$ cat config.mk
export PLATFORM = sky130hd
export DESIGN_NAME = regfile_wb_arbiter
export DESIGN_NICKNAME = d
export VERILOG_FILES = /design/src/rtl/tinker_pkg.sv /design/src/rtl/wb_scoreboard.sv /design/src/rtl/regfile_wb_arbiter.sv
export SDC_FILE = /design/constraint.sdc
export NUM_CORES = 1
export LEC_CHECK = 0
export ABC_AREA = 1
export CAP_MARGIN = 40
export CORE_MARGIN = 2
export CORE_UTILIZATION = 35
export CTS_CLUSTER_DIAMETER = 200
export DETAILED_ROUTE_END_ITERATION = 12
export GPL_TIMING_DRIVEN = 0
export PLACE_DENSITY = 0.77
export SLEW_MARGIN = 40
export SYNTH_ARGS = -nofsm -noshare
export SYNTH_HDL_FRONTEND = slang
export SYNTH_SLANG_ARGS = --single-unit
$ cat constraint.sdc
create_clock -name clk -period 1.6 [get_ports clk]
set_input_delay 0.16 -clock clk [delete_from_list [all_inputs] [get_ports clk]]
set_output_delay 0.16 -clock clk [all_outputs]
set_load 0.03 [all_outputs]
$ cat src/rtl/tinker_pkg.sv
// Shared register-file geometry and the writeback request record used by the
// writeback arbiter and its busy scoreboard.
package tinker_pkg;

  localparam int REG_ADDR_W = 5;
  localparam int DATA_W     = 64;
  localparam int NUM_REGS   = 32;

  typedef struct packed {
    logic [REG_ADDR_W-1:0] rd;
    logic [DATA_W-1:0]     data;
  } wb_req_t;

endpackage

$ cat src/rtl/wb_scoreboard.sv
// Per-register pending-write scoreboard: decode reserves a destination, the
// accepted writeback releases it. Register 0 is tracked like any other.
module wb_scoreboard
  import tinker_pkg::*;
(
  input  logic                  clk,
  input  logic                  reset_n,
  input  logic                  set_en_i,
  input  logic [REG_ADDR_W-1:0] set_rd_i,
  input  logic                  clr_en_i,
  input  logic [REG_ADDR_W-1:0] clr_rd_i,
  output logic [NUM_REGS-1:0]   busy_o
);

  logic [NUM_REGS-1:0] busy_q, busy_d;

  // Clear is applied first so a reservation on the same edge wins.
  always_comb begin
    busy_d = busy_q;
    if (clr_en_i) busy_d[clr_rd_i] = 1'b0;
    if (set_en_i) busy_d[set_rd_i] = 1'b1;
  end

  always_ff @(posedge clk or negedge reset_n) begin
    if (!reset_n) busy_q <= '0;
    else          busy_q <= busy_d;
  end

  assign busy_o = busy_q;

endmodule

$ cat src/rtl/regfile_wb_arbiter.sv
// Two-source (ALU / load) register-file writeback arbiter with aging and a
// busy scoreboard. Define WB_CONFLICT_CNT_EN to add the conflict_cnt output.
module regfile_wb_arbiter
  import tinker_pkg::*;
#(
  parameter int STARVE_MAX = 4
) (
  input  logic                  clk,
  input  logic                  reset_n,
  input  logic                  alu_valid,
  input  logic [REG_ADDR_W-1:0] alu_rd,
  input  logic [DATA_W-1:0]     alu_data,
  output logic                  alu_ready,
  input  logic                  mem_valid,
  input  logic [REG_ADDR_W-1:0] mem_rd,
  input  logic [DATA_W-1:0]     mem_data,
  output logic                  mem_ready,
  input  logic                  resv_valid,
  input  logic [REG_ADDR_W-1:0] resv_rd,
  output logic                  rf_write_enable,
  output logic [REG_ADDR_W-1:0] rf_rd_addr,
  output logic [DATA_W-1:0]     rf_write_data,
`ifdef WB_CONFLICT_CNT_EN
  output logic [31:0]           conflict_cnt,
`endif
  output logic [NUM_REGS-1:0]   busy
);

  localparam logic [3:0] AGE_MAX = 4'(STARVE_MAX);

  logic [3:0]            age_q, age_d;
  logic                  starved, alu_grant, mem_grant, hs;
  wb_req_t               win;
  logic                  rf_we_q;
  logic [REG_ADDR_W-1:0] rf_addr_q;
  logic [DATA_W-1:0]     rf_data_q;

  // Handshake: a source transfers when its valid and ready are both high at a
  // rising edge; ready is a pure decode of the valids and age, never high
  // without its own valid, never both high, and low throughout reset.
  assign starved   = (age_q == AGE_MAX);
  assign alu_grant = reset_n && alu_valid && (!mem_valid || starved);
  assign mem_grant = reset_n && mem_valid && !alu_grant;
  assign hs        = alu_grant || mem_grant;
  assign alu_ready = alu_grant;
  assign mem_ready = mem_grant;

  always_comb begin
    win = alu_grant ? wb_req_t'{rd: alu_rd, data: alu_data}
                    : wb_req_t'{rd: mem_rd, data: mem_data};
  end

  // Age counts ALU losses and saturates; any ALU win or idle cycle resets it.
  always_comb begin
    age_d = age_q;
    if (!alu_valid || alu_grant) age_d = '0;
    else if (!starved)           age_d = age_q + 4'd1;
  end

  always_ff @(posedge clk or negedge reset_n) begin
    if (!reset_n) begin
      age_q     <= '0;
      rf_we_q   <= 1'b0;
      rf_addr_q <= '0;
      rf_data_q <= '0;
    end else begin
      age_q   <= age_d;
      rf_we_q <= hs;
      if (hs) begin
        rf_addr_q <= win.rd;
        rf_data_q <= win.data;
      end
    end
  end

  assign rf_write_enable = rf_we_q;
  assign rf_rd_addr      = rf_addr_q;
  assign rf_write_data   = rf_data_q;

`ifdef WB_CONFLICT_CNT_EN
  logic [31:0] conflict_q;

  always_ff @(posedge clk or negedge reset_n) begin
    if (!reset_n)                    conflict_q <= '0;
    else if (alu_valid && mem_valid) conflict_q <= conflict_q + 32'd1;
  end

  assign conflict_cnt = conflict_q;
`endif

  wb_scoreboard u_scoreboard (
    .clk      (clk),
    .reset_n  (reset_n),
    .set_en_i (resv_valid),
    .set_rd_i (resv_rd),
    .clr_en_i (hs),
    .clr_rd_i (win.rd),
    .busy_o   (busy)
  );

endmodule

==> results_dict.tcl, run 1 <==
set metrics [dict create \
    status "finished with violations" \
    violations "hold timing, setup timing" \
    tightest_slew_ps 665 \
    power_density_nw_per_um2 1050 \
    grt_max_degree 59 \
    met3_usage 0.0752 \
    rsz0062_at_grt "yes" \
    hold_class "in -> async" \
    ir_drop_mv 0.715 \
    cp-start-kind "flop" \
    holdWs_ps -299 \
    use_met2 0.411 \
    syn_inst 624 \
    synthXorXnorAreaFrac 0.00175 \
    core.rowCount 43 \
    grt_pass1_wl_um 28100 \
    synth_warnings 0 \
    netlist_area_um2 5000 \
    grt_pass1_vias 5217 \
    die_area_um2 15200 \
    synthToLayoutAreaGrowth_pct 83.4 \
    place_congestion 0.856 \
    ys_seq_area_frac 0.531 \
    setup_ws_ps -225 \
    tritoncts "yes" \
    path_class "reg -> reg" \
    synthAdderAreaFrac 0.00501 \
    antenna_found_initial 0 \
    synth_simple_gate_area_frac 0.322 \
    layout.nets 1072 \
    ctsHtreeMaxLevel 3 \
    first_pass_iters 5 \
    power_leakage_uw 0.00414 \
    grt_use_total 0.243 \
    clock.fmax_mhz 548 \
    maxSlewHeadroom 0.555 \
    crit_fanout 6 \
    final_area_um2 9160 \
    initial_utilization 0.359 \
    drive_gt1_frac 0.194 \
    clk_pin_slew_ps 70 \
    io_pins 252 \
    insertion_delay_ps 350 \
    synth.top_cell.area_share 0.531 \
    yosys.area.top_type "dfrtp_1" \
    instances_no_fill 1107 \
    report.final.slew_viol_count 0 \
    chipWidth_um 123 \
    ctsLongestPathBuffers 2 \
    period_share 1.14 \
    yosysUniqueCellTypes 26 \
    fp.coreArea_um2 13900 \
    hold_viol_final 48 \
    cts_root_buf "clkbuf_16" \
    ys_ff_latch 106 \
    yosys-top-cells-area "dfrtp_1 (53%), nand2_1 (22%), a31oi_1 (8.0%)" \
    crit_path_end_kind "flop" \
    fin_total_pwr_uw 9660 \
    die_h_um 123 \
    dpl_cell_area_um2 7930 \
    arrival_ps 2060 \
    syn_nets 774 \
    skew_ps 7.57 \
    diodes 0 \
    syn_area_per_cell_um2 8.01 \
    wire_per_inst_um 17.6 \
    post-dp-hpwl_um 13600 \
    dp_cells 1056 \
    drcViolationCount 0 \
    synth_compound_area_frac 0.0947 \
    vias 5486 \
    synth_top_family_by_area "simple AND/OR/NAND/NOR gates" \
    portBuffers 251 \
    post-route-min-period_ps 1820 \
    top_usage_layer "met2" \
    numCtsBuffers 9 \
    cts_sinks 106 \
    ant_nets 0 \
    synth_mux_area_frac 0 \
    use_met1 0.294 \
    routed_wl_um 19500 \
    cp.required_ps 1840 \
    setup-violations-final 95 \
    cap_violations 0 \
    gr-total-overflow 0 \
    first_iter_violations 274 \
    vias_per_cell 4.96 \
]
==> critical path: stages, from the launching register on <==
cell and delay, ps:
dfrtp_1 400, inv_2 80, ha_4 130, nand3_4 80
nand2_4 130, nand2_8 90, buf_12 160, nand2_4 60
nand2_4 70, nor2_4 190, buf_6 140, nand2_2 60
nand2_2 60, nand2_1 60
==> through the flow <==
stage	hold slack [ps]	TNS, ps	worst slack [ps]	utilization
final	-299	-13730	-225	0.658
after CTS	-277	-7760	-184	0.632
after global routing	-270	-22190	-313	0.658
after detailed placement	97.3	-41420	-759	0.569
after global placement	453	-921690	-5040	0.566
after floorplan	-136	-1240	-39.4	-
==> path summary, 6_finish.rpt <==
kind | from | endpoint | cells after the start | slack [ps]
worst max-delay path | age_q[0] | u_scoreboard.busy_o[13] | 13 | -220
worst min-delay path | reset_n | u_scoreboard.busy_o[28] | 1 | -300
worst max register to register | age_q[0] | u_scoreboard.busy_o[13] | 13 | -220
worst min register to register | u_scoreboard.busy_o[24] | u_scoreboard.busy_o[24] | 2 | 470
max in group asynchronous | reset_n | rf_write_data[0] | 2 | 1250
min in group clk | alu_data[12] | rf_write_data[12] | 3 | 360
==> registers in the layout, summed over array words and instances (netlist names) <==
name                 count
rf_write_data           64
u_scoreboard.busy_o     32
rf_rd_addr               5
age_q                    4
rf_write_enable          1
==> cells in the final DEF (no fill, tap or decap), types with 18 or more instances in the layout <==
cell type	instances
nand2_1	226
clkdlybuf4s50_1	224
dfrtp_1	106
nor2_1	67
a31oi_1	60
nand2_2	47
nand2_4	23
buf_6	20
dlymetal6s2s_1	18
==> routing by layer <==
layer,wire length [um],vias up
met5,0,-
met4,354,0
li1,-,2613
met3,1940,25
met2,9700,237
met1,7510,2611
==> layout make-up <==
type                    count  area [um^2]
fillers                  1106         4770
flip-flops and latches    106         2650
repair buffers            288         3080
inverters                  16         67.6
clock inverters             5         77.6
clock buffers              11          243
well taps                 180          225
multi-input cells         473         2530
plain buffers              28          283
==> where the power goes <==
group / internal, uW / total, uW / switching, uW
Combinational: 1650 / 3760 / 2120
Sequential: 3170 / 3470 / 293
Clock: 1410 / 2430 / 1020
==> kinds of logic after synthesis <==
kind of cell    after synthesis
compound gates               75
fa+ha+maj                     2
flops                       106
buf+inv                      45
simple gates                395
xor+xnor                      1
==> synth_stat cells <==
cell type    n
a31oi_1     64
a21oi_1      3
buf_4       10
xnor2_1      1
inv_1       15
nand2_2      4
nor2_2       8
nor2_1      68
clkbuf_1    11
nor2_4       4
nand2_4      4
nand3_1      6
a211oi_1     1
nand3b_1     1
o21ai_4      1
nand3_4      1
inv_2        1
dfrtp_1    106
nor3_1       9
ha_1         2
o21ai_0      5
buf_6        2
o21ai_2      1
buf_1        1
buf_2        5
nand2_1    290
==> what timing repair did <==
action	CTS	global route
gates resized for setup	105	76
setup endpoints to repair	109	121
gates cloned	7	4
setup buffers	18	11
pin swaps	34	24
endpoints found under the hold margin	48	48
(Power assumes the default switching activity.)
==> inputs of run 2 (changes only) <==
- TNS_END_PERCENT: not set -> 50
==> run 2 against run 1 <==
The run still ends with hold timing, setup timing left. Final cell count fell by 0.99%. Wire length fell by 3.4%. Clock-buffer cell count did not move. Combinational power fell by 2%. Largest power group unchanged. Cell area fell by 3.7%. Via count fell by 2.5%. Utilization fell by 2.5 points. Register-to-register slack improved by 50 ps. Sequential cell count did not move.
==> results_dict.tcl, run 2 (same netlist as run 1, synthesis figures left out) <==
set metrics [dict create \
    power_leakage_uw 0.00399 \
    clock.fmax_mhz 562 \
    tightest_slew_ps 705 \
    insertion_delay_ps 350 \
    post-dp-hpwl_um 13400 \
    ir_drop_mv 0.749 \
    crit_path_end_kind "flop" \
    wire_per_inst_um 17.2 \
    crit_buf_inv 5 \
    core.rowCount 43 \
    rr_endpoint "rf_write_data[62]" \
    io_pins 252 \
    ant_nets 0 \
    drive_gt1_frac 0.136 \
    ctsHtreeMaxLevel 3 \
    chipWidth_um 123 \
    cp-start-kind "flop" \
    crit_fanout 6 \
    critical_path.most_common_cell "clkbuf_16" \
    grt_pass1_wl_um 28100 \
    cts_sinks 106 \
    die_area_um2 15200 \
    layout_commonest_cell "nand2_1" \
    numCtsBuffers 9 \
    crit_family "buffers and inverters" \
    critPathLaunch "age_q[0]" \
    drcViolationCount 0 \
    dp_cells 1056 \
    reg2reg_from "age_q[0]" \
    report.final.slew_viol_count 0 \
    routed_wl_um 18800 \
    cts_root_buf "clkbuf_16" \
    period_share 1.11 \
    portBuffers 251 \
    synthToLayoutAreaGrowth_pct 76.6 \
    cp_num_cells 11 \
    maxSlewHeadroom 0.528 \
    final_cell_mix "nand2_1 (267), clkdlybuf4s50_1 (230), dfrtp_1 (106)" \
    largest_reg_flops 64 \
    path_cells "inv_2 > ha_4 > nand3_4 > nand2_4 > nand2_8 > buf_12 > buf_4 > clkbuf_16 > clkbuf_16 > nand2_1 > a31oi_1" \
    cpMaxStageDelayCell "dfrtp_1" \
    grt_pass1_vias 5340 \
    r2r_slack_ps -180 \
    die_h_um 123 \
    arrival_ps 2000 \
    vias 5350 \
    skew_ps 10.4 \
    setup_ws_ps -179 \
    diodes 0 \
    path_class "reg -> reg" \
    status "finished with violations" \
    setup-violations-final 90 \
    max_stage_delay_ps 390 \
    first_pass_iters 5 \
    cp.required_ps 1820 \
    power_density_nw_per_um2 1050 \
    layout.nets 1063 \
    rsz0062_at_grt "yes" \
    place_congestion 0.856 \
    fp.coreArea_um2 13900 \
    hold_viol_final 63 \
    hold_class "in -> async" \
    violations "hold timing, setup timing" \
    initial_utilization 0.359 \
    cap_violations 0 \
    ctsLongestPathBuffers 2 \
    instances_no_fill 1096 \
    setup_tns_ps -12170 \
    vias_per_cell 4.88 \
    reg2reg_depth 11 \
    tritoncts "yes" \
    holdWs_ps -308 \
    endpoint "rf_write_data[62]" \
    grt_use_total 0.242 \
    clk_pin_slew_ps 70 \
    post-route-min-period_ps 1780 \
    antenna_found_initial 0 \
    first_iter_violations 333 \
    grt_max_degree 67 \
    gr-total-overflow 0 \
    final_core_util 0.633 \
]
-- run 2: what timing repair did --
action	4_1_cts	5_1_grt
gates cloned	6	3
endpoints found under the hold margin	63	63
pin swaps	20	20
resized for setup	65	40
setup buffers	16	2
setup endpoints to repair	106	121
-- run 2: cell type report --
class / count / area [um^2]
timing repair buffer: 278 / 2960
fill: 1139 / 5110
inverter: 16 / 65.1
buffer: 29 / 290
clock buffer: 11 / 233
sequential: 106 / 2650
multi-input combinational: 473 / 2350
clock inverter: 3 / 42.5
tap: 180 / 225
-- run 2: worst min path at each step --
| stage | from | end | slack [ps] | cells after the start |
|---|---|---|---|---|
| 2_1_floorplan | reset_n | age_q[0] | -140 | 0 |
| 3_3_place_gp | u_scoreboard.busy_o[22] | u_scoreboard.busy_o[22] | 450 | 2 |
| 3_5_place_dp | reset_n | u_scoreboard.busy_o[29] | 140 | 1 |
| 4_1_cts | reset_n | u_scoreboard.busy_o[29] | -230 | 1 |
| 5_1_grt | reset_n | u_scoreboard.busy_o[28] | -280 | 1 |
| 6_report | reset_n | u_scoreboard.busy_o[29] | -310 | 1 |
-- run 2: report_power, final --
part / internal [uW] / leakage, uW / total (uW) / switching, uW
clock network: 1200 / 0.000131 / 2170 / 972
registers: 3170 / 0.00123 / 3470 / 290
logic: 1610 / 0.00263 / 3670 / 2050
-- run 2: layer usage --
| layer | track usage | up-vias | share of wire |
|---|---|---|---|
| met5 | 0 | - | 0 |
| met4 | 0.0803 | 0 | 0.020 |
| met3 | 0.0706 | 30 | 0.088 |
| met2 | 0.432 | 208 | 0.50 |
| met1 | 0.277 | 2521 | 0.39 |
| li1 | - | 2591 | - |
-- run 2: per-stage QoR --
stage          cell area, um^2  worst slack (ps)  hold slack, ps  total power (uW)
6_report                  8820              -179            -308              9300
2_1_floorplan             5140             -39.4            -136              5250
3_3_place_gp              7870             -4890             452              6950
5_1_grt                   8820              -298            -284              9700
3_5_place_dp              7910              -737             145              6990
4_1_cts                   8630              -175            -228              9330
